===== src/rtl/muldiv_pkg.sv =====
// Shared encodings and default latencies for the mult/div sequencing controller.
package muldiv_pkg;

   typedef enum logic [2:0] {
      StIdle,
      StIssue,
      StWait,
      StWrite,
      StExc
   } state_e;

   localparam logic OP_MULT = 1'b0;
   localparam logic OP_DIV  = 1'b1;

   localparam int unsigned DEF_MULT_LAT = 34;
   localparam int unsigned DEF_DIV_LAT  = 36;
   localparam int unsigned DEF_CNT_W    = 6;

endpackage


===== src/rtl/muldiv_lat_cnt.sv =====
// Loadable down-counter that pauses at zero; o_zero flags the terminal count.
module muldiv_lat_cnt #(
   parameter int unsigned CNT_W = 6
) (
   input  logic             i_clk,
   input  logic             i_rst,
   input  logic             i_load,
   input  logic [CNT_W-1:0] i_load_val,
   input  logic             i_dec,
   output logic             o_zero
);

   logic [CNT_W-1:0] r_cnt;

   always_ff @(posedge i_clk or posedge i_rst) begin
      if (i_rst) begin
         r_cnt <= '0;
      end else if (i_load) begin
         r_cnt <= i_load_val;
      end else if (i_dec && (r_cnt != '0)) begin
         r_cnt <= r_cnt - CNT_W'(1);
      end
   end

   assign o_zero = (r_cnt == '0);

endmodule


===== src/rtl/muldiv_ctrl.sv =====
// Sequences one MULT/DIV request through the shared units and owns the architectural HI/LO.
module muldiv_ctrl
   import muldiv_pkg::*;
#(
   parameter int unsigned MULT_LAT = DEF_MULT_LAT,
   parameter int unsigned DIV_LAT  = DEF_DIV_LAT,
   parameter int unsigned CNT_W    = DEF_CNT_W
) (
   input  logic        i_clk,
   input  logic        i_rst,
   input  logic        i_start,
   input  logic        i_op_div,
   input  logic        i_abort,
   input  logic [31:0] i_divisor,
   input  logic [31:0] i_mult_hi,
   input  logic [31:0] i_mult_lo,
   input  logic [31:0] i_div_hi,
   input  logic [31:0] i_div_lo,
   output logic        o_mult_init,
   output logic        o_div_init,
   output logic        o_unit_stop,
   output logic        o_busy,
   output logic        o_done,
   output logic        o_div_zero,
   output logic [31:0] o_hi,
   output logic [31:0] o_lo
);

   localparam logic [CNT_W-1:0] MULT_LD = CNT_W'(MULT_LAT - 1);
   localparam logic [CNT_W-1:0] DIV_LD  = CNT_W'(DIV_LAT - 1);

   state_e r_state, w_state_d;
   logic   r_sel, w_sel_d;
   logic   w_load, w_dec, w_commit, w_cnt_zero;
   logic   w_mult_init_d, w_div_init_d, w_unit_stop_d, w_busy_d, w_done_d, w_div_zero_d;
   logic   r_mult_init, r_div_init, r_unit_stop, r_busy, r_done, r_div_zero;
   logic [31:0] r_hi, r_lo;

   muldiv_lat_cnt #(
      .CNT_W(CNT_W)
   ) u_lat_cnt (
      .i_clk     (i_clk),
      .i_rst     (i_rst),
      .i_load    (w_load),
      .i_load_val(r_sel ? DIV_LD : MULT_LD),
      .i_dec     (w_dec),
      .o_zero    (w_cnt_zero)
   );

   always_ff @(posedge i_clk or posedge i_rst) begin
      if (i_rst) begin
         r_state <= StIdle;
         r_sel   <= OP_MULT;
      end else begin
         r_state <= w_state_d;
         r_sel   <= w_sel_d;
      end
   end

   // Abort beats start in IDLE and beats the commit in WAIT.
   always_comb begin
      w_state_d = r_state;
      w_sel_d   = r_sel;
      w_load    = 1'b0;
      w_dec     = 1'b0;
      w_commit  = 1'b0;
      unique case (r_state)
         StIdle: begin
            if (i_start && !i_abort) begin
               w_sel_d = i_op_div;
               if ((i_op_div == OP_DIV) && (i_divisor == 32'd0)) w_state_d = StExc;
               else w_state_d = StIssue;
            end
         end
         StIssue: begin
            if (i_abort) begin
               w_state_d = StIdle;
            end else begin
               w_load    = 1'b1;
               w_state_d = StWait;
            end
         end
         StWait: begin
            if (i_abort) begin
               w_state_d = StIdle;
            end else if (w_cnt_zero) begin
               w_commit  = 1'b1;
               w_state_d = StWrite;
            end else begin
               w_dec = 1'b1;
            end
         end
         StWrite: w_state_d = StIdle;
         StExc:   w_state_d = StIdle;
         default: w_state_d = StIdle;
      endcase
   end

   // Outputs are decoded from the next state so every pulse leaves a flop.
   always_comb begin
      w_busy_d      = (w_state_d != StIdle);
      w_mult_init_d = (w_state_d == StIssue) && (w_sel_d == OP_MULT);
      w_div_init_d  = (w_state_d == StIssue) && (w_sel_d == OP_DIV);
      w_done_d      = (w_state_d == StWrite);
      w_div_zero_d  = (w_state_d == StExc);
      w_unit_stop_d = i_abort && ((r_state == StIssue) || (r_state == StWait));
   end

   always_ff @(posedge i_clk or posedge i_rst) begin
      if (i_rst) begin
         r_mult_init <= 1'b0;
         r_div_init  <= 1'b0;
         r_unit_stop <= 1'b0;
         r_busy      <= 1'b0;
         r_done      <= 1'b0;
         r_div_zero  <= 1'b0;
         r_hi        <= 32'd0;
         r_lo        <= 32'd0;
      end else begin
         r_mult_init <= w_mult_init_d;
         r_div_init  <= w_div_init_d;
         r_unit_stop <= w_unit_stop_d;
         r_busy      <= w_busy_d;
         r_done      <= w_done_d;
         r_div_zero  <= w_div_zero_d;
         if (w_commit) begin
            r_hi <= r_sel ? i_div_hi : i_mult_hi;
            r_lo <= r_sel ? i_div_lo : i_mult_lo;
         end
      end
   end

   assign o_mult_init = r_mult_init;
   assign o_div_init  = r_div_init;
   assign o_unit_stop = r_unit_stop;
   assign o_busy      = r_busy;
   assign o_done      = r_done;
   assign o_div_zero  = r_div_zero;
   assign o_hi        = r_hi;
   assign o_lo        = r_lo;

endmodule


===== config.mk =====
export PLATFORM = sky130hd
export DESIGN_NAME = muldiv_ctrl
export DESIGN_NICKNAME = d
export VERILOG_FILES = /design/src/rtl/muldiv_pkg.sv /design/src/rtl/muldiv_lat_cnt.sv /design/src/rtl/muldiv_ctrl.sv
export SDC_FILE = /design/constraint.sdc
export NUM_CORES = 1
export LEC_CHECK = 0
export BUFFER_PORTS_ARGS = -buffer_cell sky130_fd_sc_hd__buf_4
export CORE_MARGIN = 5
export CORE_UTILIZATION = 47
export DETAILED_ROUTE_END_ITERATION = 10
export GPL_ROUTABILITY_DRIVEN = 0
export GPL_TIMING_DRIVEN = 0
export PLACE_DENSITY = 0.88
export SYNTH_ARGS = -nofsm -noshare
export SYNTH_HDL_FRONTEND = slang
export SYNTH_SLANG_ARGS = --single-unit

===== constraint.sdc =====
create_clock -name i_clk -period 5.2 [get_ports i_clk]
set_input_delay 1.04 -clock i_clk [delete_from_list [all_inputs] [get_ports i_clk]]
set_output_delay 1.04 -clock i_clk [all_outputs]
set_load 0.02 [all_outputs]

# [After elaboration in Yosys (flattened, before gate mapping)]
# Cells that the tools add are included.
[op_classes] reduce_logical=14 bitwise=1 muxes=21 n_eq_ne=5 n_addsub=1
[op_table] operator="32-bit 2-to-1 mux" count=2
[op_table] operator="32-bit logical NOT" count=1
[op_table] operator="3-bit 2-to-1 mux" count=4
[op_table] operator="6-bit 2-to-1 mux" count=2
[op_table] operator="1-bit 2-to-1 mux" count=10
[op_table] operator="3-bit case mux with 3 select lines" count=1
[op_table] operator="3-bit by 1-bit == test with 1-bit output, second input constant" count=2
[op_table] operator="3-bit by 2-bit == test with 1-bit output, second input constant" count=2
[op_table] operator="1-bit logical AND" count=6
[op_table] operator="6-bit logical NOT" count=1
[op_table] operator="6-bit nonzero test" count=1
[op_table] operator="6-bit by 1-bit subtractor with 6-bit output, second input constant" count=1
[op_table] operator="2-bit 2-to-1 mux" count=2
[op_table] operator="3-bit == test, second input constant" count=1
[op_table] operator="3-bit logical NOT" count=1
[op_table] operator="3-bit nonzero test" count=1
[op_table] operator="2-bit nonzero test" count=1
[op_table] operator="1-bit logical NOT" count=1
[op_table] operator="1-bit logical OR" count=1
[op_table] operator="1-bit NOT" count=1
[totals] inputBits=165 output_inout_bits=70 regBits=80

# [Depth between registers and ports, before layout]
# Gate-level depths: netlist of run 1.
[depth] depth_word=7 ltp_mapped=8 ltp_nobuf=6

# [By module]
# From an unflattened synthesis of run 1, not the netlist that was laid out.
[hier_totals] hier_cells=372 hier_area_um2=3842.4
[modules_own_cells] module="muldiv_ctrl" area_each_um2=3417.0 cells_per_inst=323 seq_area_each_um2=1851.8 instances=1
[modules_own_cells] module="muldiv_lat_cnt" area_each_um2=425.4 cells_per_inst=49 seq_area_each_um2=150.1 instances=1

# [Worst setup path before layout of run 1]
# No wires, ideal clock.
[synth_path] path_kind="input to register" startpoint="in i_abort" endpoint="reg r_hi[15] (netlist: o_hi[15])" stages=6 setup_ps=132 setup_slack_ps=2916 n_path_buf=2 arrival_ps=2152 cell_sequence="nor4b_4 -> or3b_4 -> buf_6 -> clkbuf_8 -> nand2_1 -> o21ai_1"
[synth_between] elab_chain_cells=2
[synth_lines] item="start, declared" line="muldiv_ctrl.sv:13" source="input logic i_abort,"
[synth_lines] item="1-bit 2-to-1 mux" line="muldiv_ctrl.sv:84" source="if (i_abort) begin"
[synth_lines] item="1-bit 2-to-1 mux" line="muldiv_ctrl.sv:67" source="unique case (r_state)"
[synth_lines] item="end signal, assigned" line="muldiv_ctrl.sv:127" source="r_hi <= r_sel ? i_div_hi : i_mult_hi;"
[synth_lines] item="end, declared" line="muldiv_ctrl.sv:37" source="logic [31:0] r_hi, r_lo;"
# Every way passes these cells.
# A chain may end at the register's enable or synchronous reset.

# [Final worst setup path of run 1]
[layout_path] startpoint="in i_abort" endpoint="reg r_hi[19] (netlist: o_hi[19])"
# Same word-level chain as after synthesis.

==> reports/qor.yml, run 1 <==
outcome: "complete, no violations"
crit_path_max_fanout: 10
leakage_nw: 3.162
core_area_um2: 8093
finalNetCount: 763
die_h_um: 100.5
cts_buffers: 9
fin_crit_ns: 2.222
synth_cell_types: 35
async_reset_ff_share_pct: 100.0
io_buffers: 234
dp.cells: 690
firstDrtPassIters: 4
cts_root_buffer: "clkbuf_8"
drt_iter0_markers: 63
row_count: 33
r2r_cells: 5
arrival_ns: 2.43
pwr_density_cell_nw_per_um2: 410.7
peakVddDrop_mv: 0.2207
rsz0062_at_grt: "false"
hold_buffers: 0
vias: 3583
report.final.setup_viol: 0
finalSetupTns_ns: 0
start_util_pct: 47.60
diodes: 0
crit_type: "in2reg"
synth-seq-cells: 80
via_per_inst: 5.082
ant_nets: 0
timing.fmax_ghz: 0.4499
drv_cap: 0
io_pins: 235
synth_edf_count: 0
reg2reg_to: "o_hi[27]"
drive_gt1_share_pct: 49.50
syn2layout_area_growth_pct: 55.47
instances_no_fill: 705
netlist_area_um2: 3852
ys.flop_type: "dfrtp_1"
tritoncts: "built"
period_share_pct: 42.74
antenna_found_initial: 0
rr_startpoint: "r_sel"
grt_pass1_vias: 3866
yosys_warnings: 0
cts_resized: 0
slew_viol_final: 0
start_kind: "primary input"
dp_hpwl_mm: 9.618
setup.worst_path.end: "o_hi[19]"
seq_area_frac_synth_pct: 51.96
rrSetupSlack_ns: 3.24
synthCells: 350
drt-met1-wl_mm: 4.232
cts.clk_slew.worst_paths_ns: 0.08
highest_layer: "met4"
grtUsageTotal_pct: 23.63
dr_wl_met2_mm: 6.291
hold_path_class: "reg2reg"
grt_pass1_wl_mm: 18.66
wl_met3_um: 901
dieArea_um2: 10110
clk_latency_ns: 0.35
routed_wl_mm: 11.81
drt-wirelength-per-cell_um: 16.75
cp.required_ns: 5.41
numClockSinks: 80
die_w_um: 100.5
worst-slew-pin-transition_ns: 0.7215
cts_setup_buffers: 0
grt-ovfl-total: 0
clk_path_buf_depth: 2
syn_avg_cell_area_um2: 11.01
htree_levels: 3
final.setup_skew_ns: 0.01160
endpoint_kind: "flop"
synthesis.nets: 517
slew_headroom_pct: 51.90
grt_max_degree: 50
finalHoldViolations: 0
critPathLaunch: "i_abort"
route.detailed.drc: 0
-- metal layers --
metal / vias up / GRT usage [%]
li1: 1716 / -
met1: 1679 / 25.81
met2: 153 / 42.76
met3: 35 / 6.367
met4: 0 / 10.36
met5: - / 0
-- metrics by stage --
stage	util [%]	setup slack, ns	hold WS [ns]	area (um^2)	total power [mW]
CTS	74.01	2.977	0.4853	5989	2.477
global route	74.01	2.902	0.5014	5989	2.597
finish	74.01	2.978	0.4824	5989	2.460
global placement	70.93	1.237	0.4629	5741	1.925
floorplan	-	2.108	0.4655	3852	1.495
detailed placement	71.30	2.613	0.4668	5771	1.976
-- cells in the final DEF (no fill, tap or decap), types with 2 or more instances in the layout --
cell / netlist / routed
buf_4: 2 / 236
dfrtp_1: 80 / 80
nand2_1: 69 / 69
mux2i_1: 65 / 65
o21ai_1: 33 / 33
o21ai_2: 31 / 31
clkbuf_8: 1 / 11
clkbuf_1: 9 / 9
buf_6: 8 / 8
nor4_1: 7 / 7
nor3_1: 4 / 4
nand3_1: 4 / 4
nor2_1: 4 / 4
inv_1: 4 / 3
o21ai_0: 3 / 3
xnor2_1: 2 / 2
o211ai_1: 2 / 2
xor2_1: 2 / 2
nor2b_1: 2 / 2
nor3b_1: 2 / 2
ha_1: 2 / 2
bufinv_16: 0 / 2
-- worst min path at each step --
stage                                  start                 end  cells after the start
after floorplan           u_lat_cnt.r_cnt[3]  u_lat_cnt.r_cnt[3]                      1
after global placement              o_lo[17]            o_lo[17]                      2
after detailed placement            o_lo[20]            o_lo[20]                      2
after CTS                           o_hi[28]            o_hi[28]                      2
after global routing                o_lo[20]            o_lo[20]                      2
final                               o_hi[28]            o_hi[28]                      2
-- worst max-delay path: stages --
cell	delay, ns
buf_4	0.13
nor4b_4	0.30
or3b_4	0.44
buf_6	0.17
clkbuf_8	0.19
nand2_1	0.08
o21ai_1	0.06
-- area by class of cell --
cell class	instances	area, um^2
Sequential cell	80	2002
Buffer	22	161.4
Clock buffer	10	137.6
Clock inverter	5	81.33
Fill cell	607	2103
Multi-Input combinational cell	244	1674
Timing Repair Buffer	235	1784
Tap cell	105	131.4
Inverter	4	17.52
-- flip-flops by register name (all words and copies together) (netlist names) --
signal           count
o_div_init           1
o_mult_init          1
o_lo                32
o_div_zero           1
u_lat_cnt.r_cnt      6
o_done               1
o_unit_stop          1
r_sel                1
o_hi                32
r_state              3
o_busy               1
-- power breakdown --
part | internal [mW] | leakage [nW] | switching [mW] | total [mW]
Combinational | 0.478 | 1.97 | 0.562 | 1.04
Clock | 0.281 | 0.108 | 0.225 | 0.506
Sequential | 0.804 | 1.08 | 0.111 | 0.915
Total | 1.56 | 3.16 | 0.897 | 2.46
-- kinds of logic (layout without fill, tap and decap cells) --
group	Yosys count	in the layout	share of synthesized area [%]
flops	80	80	51.96
mux	66	66	17.18
simple gates	100	100	12.05
fa+ha+maj	2	2	0.6495
buf+inv	26	276	4.579
compound gates	72	72	12.67
xor+xnor	4	4	0.9096
-- cells in the mapped netlist, types with 4 or more instances --
library cell / instances / area, um^2
nor3_1: 4 / 20.02
dfrtp_1: 80 / 2002
nor2_1: 4 / 15.01
o21ai_2: 31 / 271.5
clkbuf_1: 9 / 33.78
mux2i_1: 65 / 650.6
nor4_1: 7 / 43.79
o21ai_1: 33 / 165.2
inv_1: 4 / 15.01
nand3_1: 4 / 20.02
buf_6: 8 / 90.09
nand2_1: 69 / 259.0
(Power assumes the default switching activity.)
==> run 2: changes to the inputs <==
Settings changed: ABC_AREA set to 1, CORE_UTILIZATION 47 to 44, PLACE_DENSITY 0.88 to 0.83.
Clock period 5.2 ns to 2.25 ns, I/O delays scaled along.
==> run 2 against run 1 <==
  * Non-clock buffer count unchanged
  * Synthesized area up 2.4%
  * Combinational power rose to 3.3 times the previous value
  * Highest routed layer unchanged
  * Worst hold slack worse by 0.21 ns
  * Largest power group unchanged
  * Critical endpoint is now o_hi[0]
==> reports/qor.yml, run 2 <==
die_h_um: 104.7  # +4.1%
finalHoldViolations: 0  # unchanged
syn_avg_cell_area_um2: 10.12  # -8.1%
dp.cells: 733  # +6.2%
hold_path_class: "in2async"
fin_util_pct: 70.11  # -3.9 points
dieArea_um2: 10960  # +8.5%
instances_no_fill: 749  # +6.2%
diodes: 0  # unchanged
clk_latency_ns: 0.34  # about the same
firstDrtPassIters: 4  # unchanged
outcome: "complete, no violations"
synth_cell_types: 27  # -23%
report.final.setup_viol: 0  # unchanged
critPathSlowestCell: "dfrtp_1"
crit_type: "reg2reg"
via_per_inst: 4.908  # -3.4%
synth-seq-cells: 80  # unchanged
netlist_area_um2: 3946  # +2.4%
leakage_nw: 3.384  # +7.0%
fin_total_pwr_mw: 7.127  # +190%
rsz0062_at_grt: "false"
vias: 3676  # +2.6%
cp_cell_sequence: "inv_1 -> ha_1 -> nand4_2 -> inv_2 -> nand2_2 -> buf_6 -> buf_6 -> nand2_1 -> o21ai_1"
synthesis.nets: 557  # +7.7%
finalSetupTns_ns: 0  # unchanged
grt_max_degree: 42  # -16%
syn2layout_area_growth_pct: 54.95
core_area_um2: 8721  # +7.8%
drive_gt1_share_pct: 48.36  # -1.1 points
yosys_warnings: 0  # unchanged
antenna_found_initial: 0  # unchanged
ys.flop_type: "dfrtp_1"
start_util_pct: 45.25  # -2.4 points
period_share_pct: 70.52
grt_pass1_wl_mm: 18.69  # +0.19%
final_common_cell: "buf_4"
cts_setup_buffers: 0  # unchanged
synthTopCellsByArea: "dfrtp_1, mux2i_1, nand2_1"
whs_ns: 0.2751  # -0.2073 ns
layout_common_cells: "buf_4, nand2_1, dfrtp_1"
ys_top_cells_by_count: "nand2_1, dfrtp_1, mux2i_1"
async_reset_ff_share_pct: 100.0  # unchanged
finalInstanceArea_um2: 6115  # +2.1%
slowest_delay_ns: 0.38  # -0.06 ns
seq_area_frac_synth_pct: 50.73  # -1.2 points
ant_nets: 0  # unchanged
slew_headroom_pct: 42.75  # -9.2 points
dp_hpwl_mm: 9.467  # -1.6%
synth_top_area_cell: "dfrtp_1"
slew_viol_final: 0  # unchanged
yosysTopAreaCellShare_pct: 50.73  # -1.2 points
cts_resized: 0  # unchanged
finalNetCount: 803  # +5.2%
placed_area_um2: 5862  # +1.6%
arrival_ns: 1.79  # -0.64 ns
regArea_um2: 2002  # unchanged
fin_ws_ns: 0.6632  # -2.314 ns
synthCells: 390  # +11%
htree_levels: 3  # unchanged
grt_pass1_vias: 3877  # +0.28%
numClockSinks: 80  # unchanged
cp.required_ns: 2.45  # -2.96 ns
drt_iter0_markers: 101  # +60%
peakVddDrop_mv: 0.5391  # +140%
fillerInstances: 677  # +12%
clk_path_buf_depth: 2  # unchanged
cts_root_buffer: "clkbuf_8"
timing.fmax_ghz: 0.6302
hold_buffers: 0  # unchanged
io_pins: 235  # unchanged
drt-wirelength-per-cell_um: 15.64  # -6.6%
route.detailed.drc: 0  # unchanged
drv_cap: 0  # unchanged
synth_most_common_cell: "nand2_1"
final.setup_skew_ns: 0.009067  # -0.002535 ns
io_buffers: 234  # unchanged
row_count: 34  # +3.0%
pre_cts_slack_ns: 0.6857  # -1.927 ns
cts.clk_slew.worst_paths_ns: 0.09  # about the same
pwr_density_cell_nw_per_um2: 1166  # +180%
tritoncts: "built"
cts_buffers: 9  # unchanged
grt-ovfl-total: 0  # unchanged
routed_wl_mm: 11.72  # -0.77%
fin_crit_ns: 1.587
path_common_cell: "buf_6"
crit_path_max_fanout: 10  # unchanged
rrSetupSlack_ns: 0.66  # -2.58 ns
start_kind: "flop"
grtUsageTotal_pct: 20.84  # -2.8 points
worst-slew-pin-transition_ns: 0.8569  # +0.1355 ns
synth_edf_count: 0  # unchanged
multi_input_area_um2: 1717  # +2.5%
die_w_um: 104.7  # +4.1%
endpoint_kind: "flop"
[run 2: cell type report]
type,instances,share of cell area (%)
repair buffers,235,29.06
inverters,14,0.9208
plain buffers,22,2.865
flip-flops and latches,80,32.74
clock buffers,10,2.251
well taps,108,2.210
multi-input cells,274,28.07
clock inverters,6,1.883
[run 2: critical path: cells and delay by family (launching register included)]
kind,cells,cell delay (ns)
flip-flops,1,0.38
buffers and inverters,4,0.55
AO/OA/AOI/OAI,1,0.07
adder cells (fa/ha/maj),1,0.19
AND/OR/NAND/NOR,3,0.26
[run 2: per-layer routing]
metal  track usage, %  vias to the layer above  share of wire [%]
met4            6.119                        0                1.4
met1            23.37                     1704                 36
li1                 -                     1802                  -
met3            5.919                       13                8.5
met5                0                        -                  0
met2            38.33                      157                 54
[run 2: kinds of logic (layout without fill, tap and decap cells)]
group	after synthesis	in the layout	synth area share, %
and+or+nand+nor	133	133	13.92
AOI/OAI and AO/OA	72	72	12.05
buffers and inverters	36	287	5.771
muxes	64	64	16.23
adders and majority gates	2	2	0.6340
xor gates and xnor gates	3	3	0.6659
DFF	80	80	50.73
[run 2: path summary, 6_finish.rpt]
kind	cells past startpoint	end	start
setup / recovery	9	o_hi[0]	u_lat_cnt.r_cnt[0]
hold / removal	2	o_lo[3]	i_rst
setup reg to reg	9	o_hi[0]	u_lat_cnt.r_cnt[0]
hold reg to reg	2	o_lo[5]	o_lo[5]
max in group asynchronous	3	o_hi[14]	i_rst
min in group i_clk	2	o_mult_init	i_op_div
[run 2: where the power goes]
group | switching [mW] | total, mW | internal (mW)
registers | 0.371 | 2.44 | 2.07
clock network | 0.538 | 1.31 | 0.774
logic | 1.85 | 3.38 | 1.52
total | 2.76 | 7.13 | 4.37
==> run 3: changes to the inputs <==
Settings changed: ABC_AREA 1 to 0, CORE_UTILIZATION 44 to 43, PLACE_DENSITY 0.83 to 0.82.
Clock period 2.25 ns to 1.55 ns, I/O delays scaled along.
==> run 3 against run 2 <==
  * The flow now finishes with violations (setup timing)
  * Clock power up 28%
  * Worst hold slack worse by 0.16 ns
  * Flip-flop and latch count unchanged
  * Total power up 25%
  * Critical path depth down 3
  * Count of clock-buffer cells in the layout up 3
  * Maximum frequency down 13%
  * Routed wire length up 8.4%
  * Die area down 0.10%
  * Highest routed layer unchanged
==> reports/qor.yml, run 3 (same netlist as run 1, synthesis figures left out) <==
outcome: "complete, but fails checks"
violations: "setup timing"
grt-ovfl-total: 0  # unchanged
rsz0062_at_grt: "true"
numClockSinks: 80  # unchanged
fin_ws_ns: -0.2771  # -0.9403 ns
start_util_pct: 44.18  # -1.1 points
clk_path_buf_depth: 2  # unchanged
dp_hpwl_mm: 9.410  # -0.60%
instances_no_fill: 727  # -2.9%
fin_crit_ns: 1.827  # +0.2403 ns
tritoncts: "built"
hold_buffers: 0  # unchanged
arrival_ns: 2.05  # +0.26 ns
start_kind: "flop"
route.detailed.drc: 0  # unchanged
drt-wirelength-per-cell_um: 17.47  # +12%
via_per_inst: 5.047  # +2.8%
drive_gt1_share_pct: 64.46  # +16 points
core_area_um2: 8721  # unchanged
hold_path_class: "in2async"
endpoint_kind: "flop"
finalSetupTns_ns: -15.80  # -15.80 ns
firstDrtPassIters: 4  # unchanged
grt_max_degree: 44  # +4.8%
timing.fmax_ghz: 0.5473  # -13%
fin_total_pwr_mw: 8.913  # +25%
layout_common_cells: "buf_4, dfrtp_1, mux2i_1"
finalHoldViolations: 0  # unchanged
row_count: 34  # unchanged
diodes: 0  # unchanged
vias: 3669  # -0.19%
cts_root_buffer: "clkbuf_8"
drt_iter0_markers: 96  # -5.0%
drv_cap: 0  # unchanged
grt_pass1_vias: 3852  # -0.64%
whs_ns: 0.1193  # -0.1558 ns
slew_headroom_pct: 44.92  # +2.2 points
cts_buffers: 9  # unchanged
crit_type: "reg2reg"
leakage_nw: 3.455  # +2.1%
io_buffers: 234  # unchanged
pre_cts_slack_ns: -0.4172  # -1.103 ns
syn2layout_area_growth_pct: 74.70
cp.required_ns: 1.77  # -0.68 ns
final.setup_skew_ns: 0.01097  # +0.001907 ns
final_common_cell: "buf_4"
io_pins: 235  # unchanged
peakVddDrop_mv: 0.8137  # +51%
fillerInstances: 601  # -11%
ant_nets: 0  # unchanged
routed_wl_mm: 12.70  # +8.4%
slew_viol_final: 0  # unchanged
die_w_um: 104.7  # about the same
crit_path_max_fanout: 8  # -2
worst-slew-pin-transition_ns: 0.8244  # -0.03249 ns
cts.clk_slew.worst_paths_ns: 0.08  # about the same
antenna_found_initial: 0  # unchanged
dp.cells: 693  # -5.5%
grtUsageTotal_pct: 21.95  # +1.1 points
report.final.setup_viol: 68  # +68
finalNetCount: 781  # -2.7%
clk_latency_ns: 0.34  # about the same
period_share_pct: 117.9  # +47 points
htree_levels: 3  # unchanged
pwr_density_cell_nw_per_um2: 1324  # +14%
die_h_um: 104.7  # about the same
grt_pass1_wl_mm: 19.80  # +5.9%
dieArea_um2: 10950  # -0.10%
==> run 3: changes by cell type in the layout (fill, tap and decap cells not counted), moves of 11 or more <==
| cell | previous run | this run |
|---|---|---|
| buf_4 | 235 | 246 |
| nand2_1 | 87 | 15 |
| nand2_2 | 2 | 28 |
| nand2_4 | 0 | 26 |
| nor2_1 | 24 | 4 |
| o21ai_1 | 30 | 19 |
| o21ai_2 | 30 | 47 |
==> run 3: worst paths after layout <==
| kind | startpoint | endpoint | slack [ns] | cells after the start |
|---|---|---|---|---|
| setup / recovery | r_state[0] | o_hi[8] | -0.28 | 6 |
| hold / removal | i_rst | o_lo[10] | 0.12 | 2 |
| setup reg to reg | r_state[0] | o_hi[8] | -0.28 | 6 |
| hold reg to reg | o_lo[5] | o_lo[5] | 0.49 | 2 |
| max in group asynchronous | i_rst | r_state[2] | 0.74 | 3 |
| min in group i_clk | i_op_div | o_mult_init | 0.14 | 2 |
==> run 3: worst max-delay path: stages (launching register included) <==
cell and delay (ns):
dfrtp_2 0.43, nor4b_4 0.32, or3b_4 0.48, buf_16 0.19, clkbuf_16 0.17, nand2_2 0.06
o21ai_1 0.06
==> run 3: power by group <==
part / internal (mW) / switching, mW / total (mW)
registers: 2.70 / 0.526 / 3.23
logic: 1.99 / 2.02 / 4.00
clock network: 0.953 / 0.731 / 1.68
total: 5.64 / 3.27 / 8.91
==> run 3: repair_timing <==
item / 4_1_cts / 5_1_grt
gates resized for setup: 64 / 65
pin swaps: 22 / 25
buffers inserted: 5 / 6
setup endpoints to repair: 70 / 71
cloned: 5 / 2
==> run 3: cell type report <==
| class | count | area [um^2] | share of cell area (%) |
|---|---|---|---|
| multi-input cells | 244 | 2036 | 30.25 |
| plain buffers | 22 | 287.8 | 4.276 |
| clock inverters | 3 | 65.06 | 0.9667 |
| clock buffers | 13 | 148.9 | 2.212 |
| well taps | 108 | 135.1 | 2.008 |
| repair buffers | 253 | 2034 | 30.23 |
| inverters | 4 | 18.77 | 0.2789 |
| flip-flops and latches | 80 | 2004 | 29.78 |
==> run 3: per-layer routing <==
metal	global-route usage, %	part of all wire (%)	wire length, um	up-vias
li1	-	-	-	1763
met3	5.734	7.0	894	18
met4	6.393	1.5	187	0
met2	38.42	54	6811	141
met5	0	0	0	-
met1	26.66	38	4807	1747
==> run 3: stage by stage <==
| stage | utilization (%) | instance area, um^2 |
|---|---|---|
| global placement | 66.63 | 5811 |
| CTS | 73.59 | 6417 |
| finish | 77.17 | 6730 |
| global route | 77.17 | 6730 |
| detailed placement | 66.86 | 5831 |
| floorplan | - | 3919 |
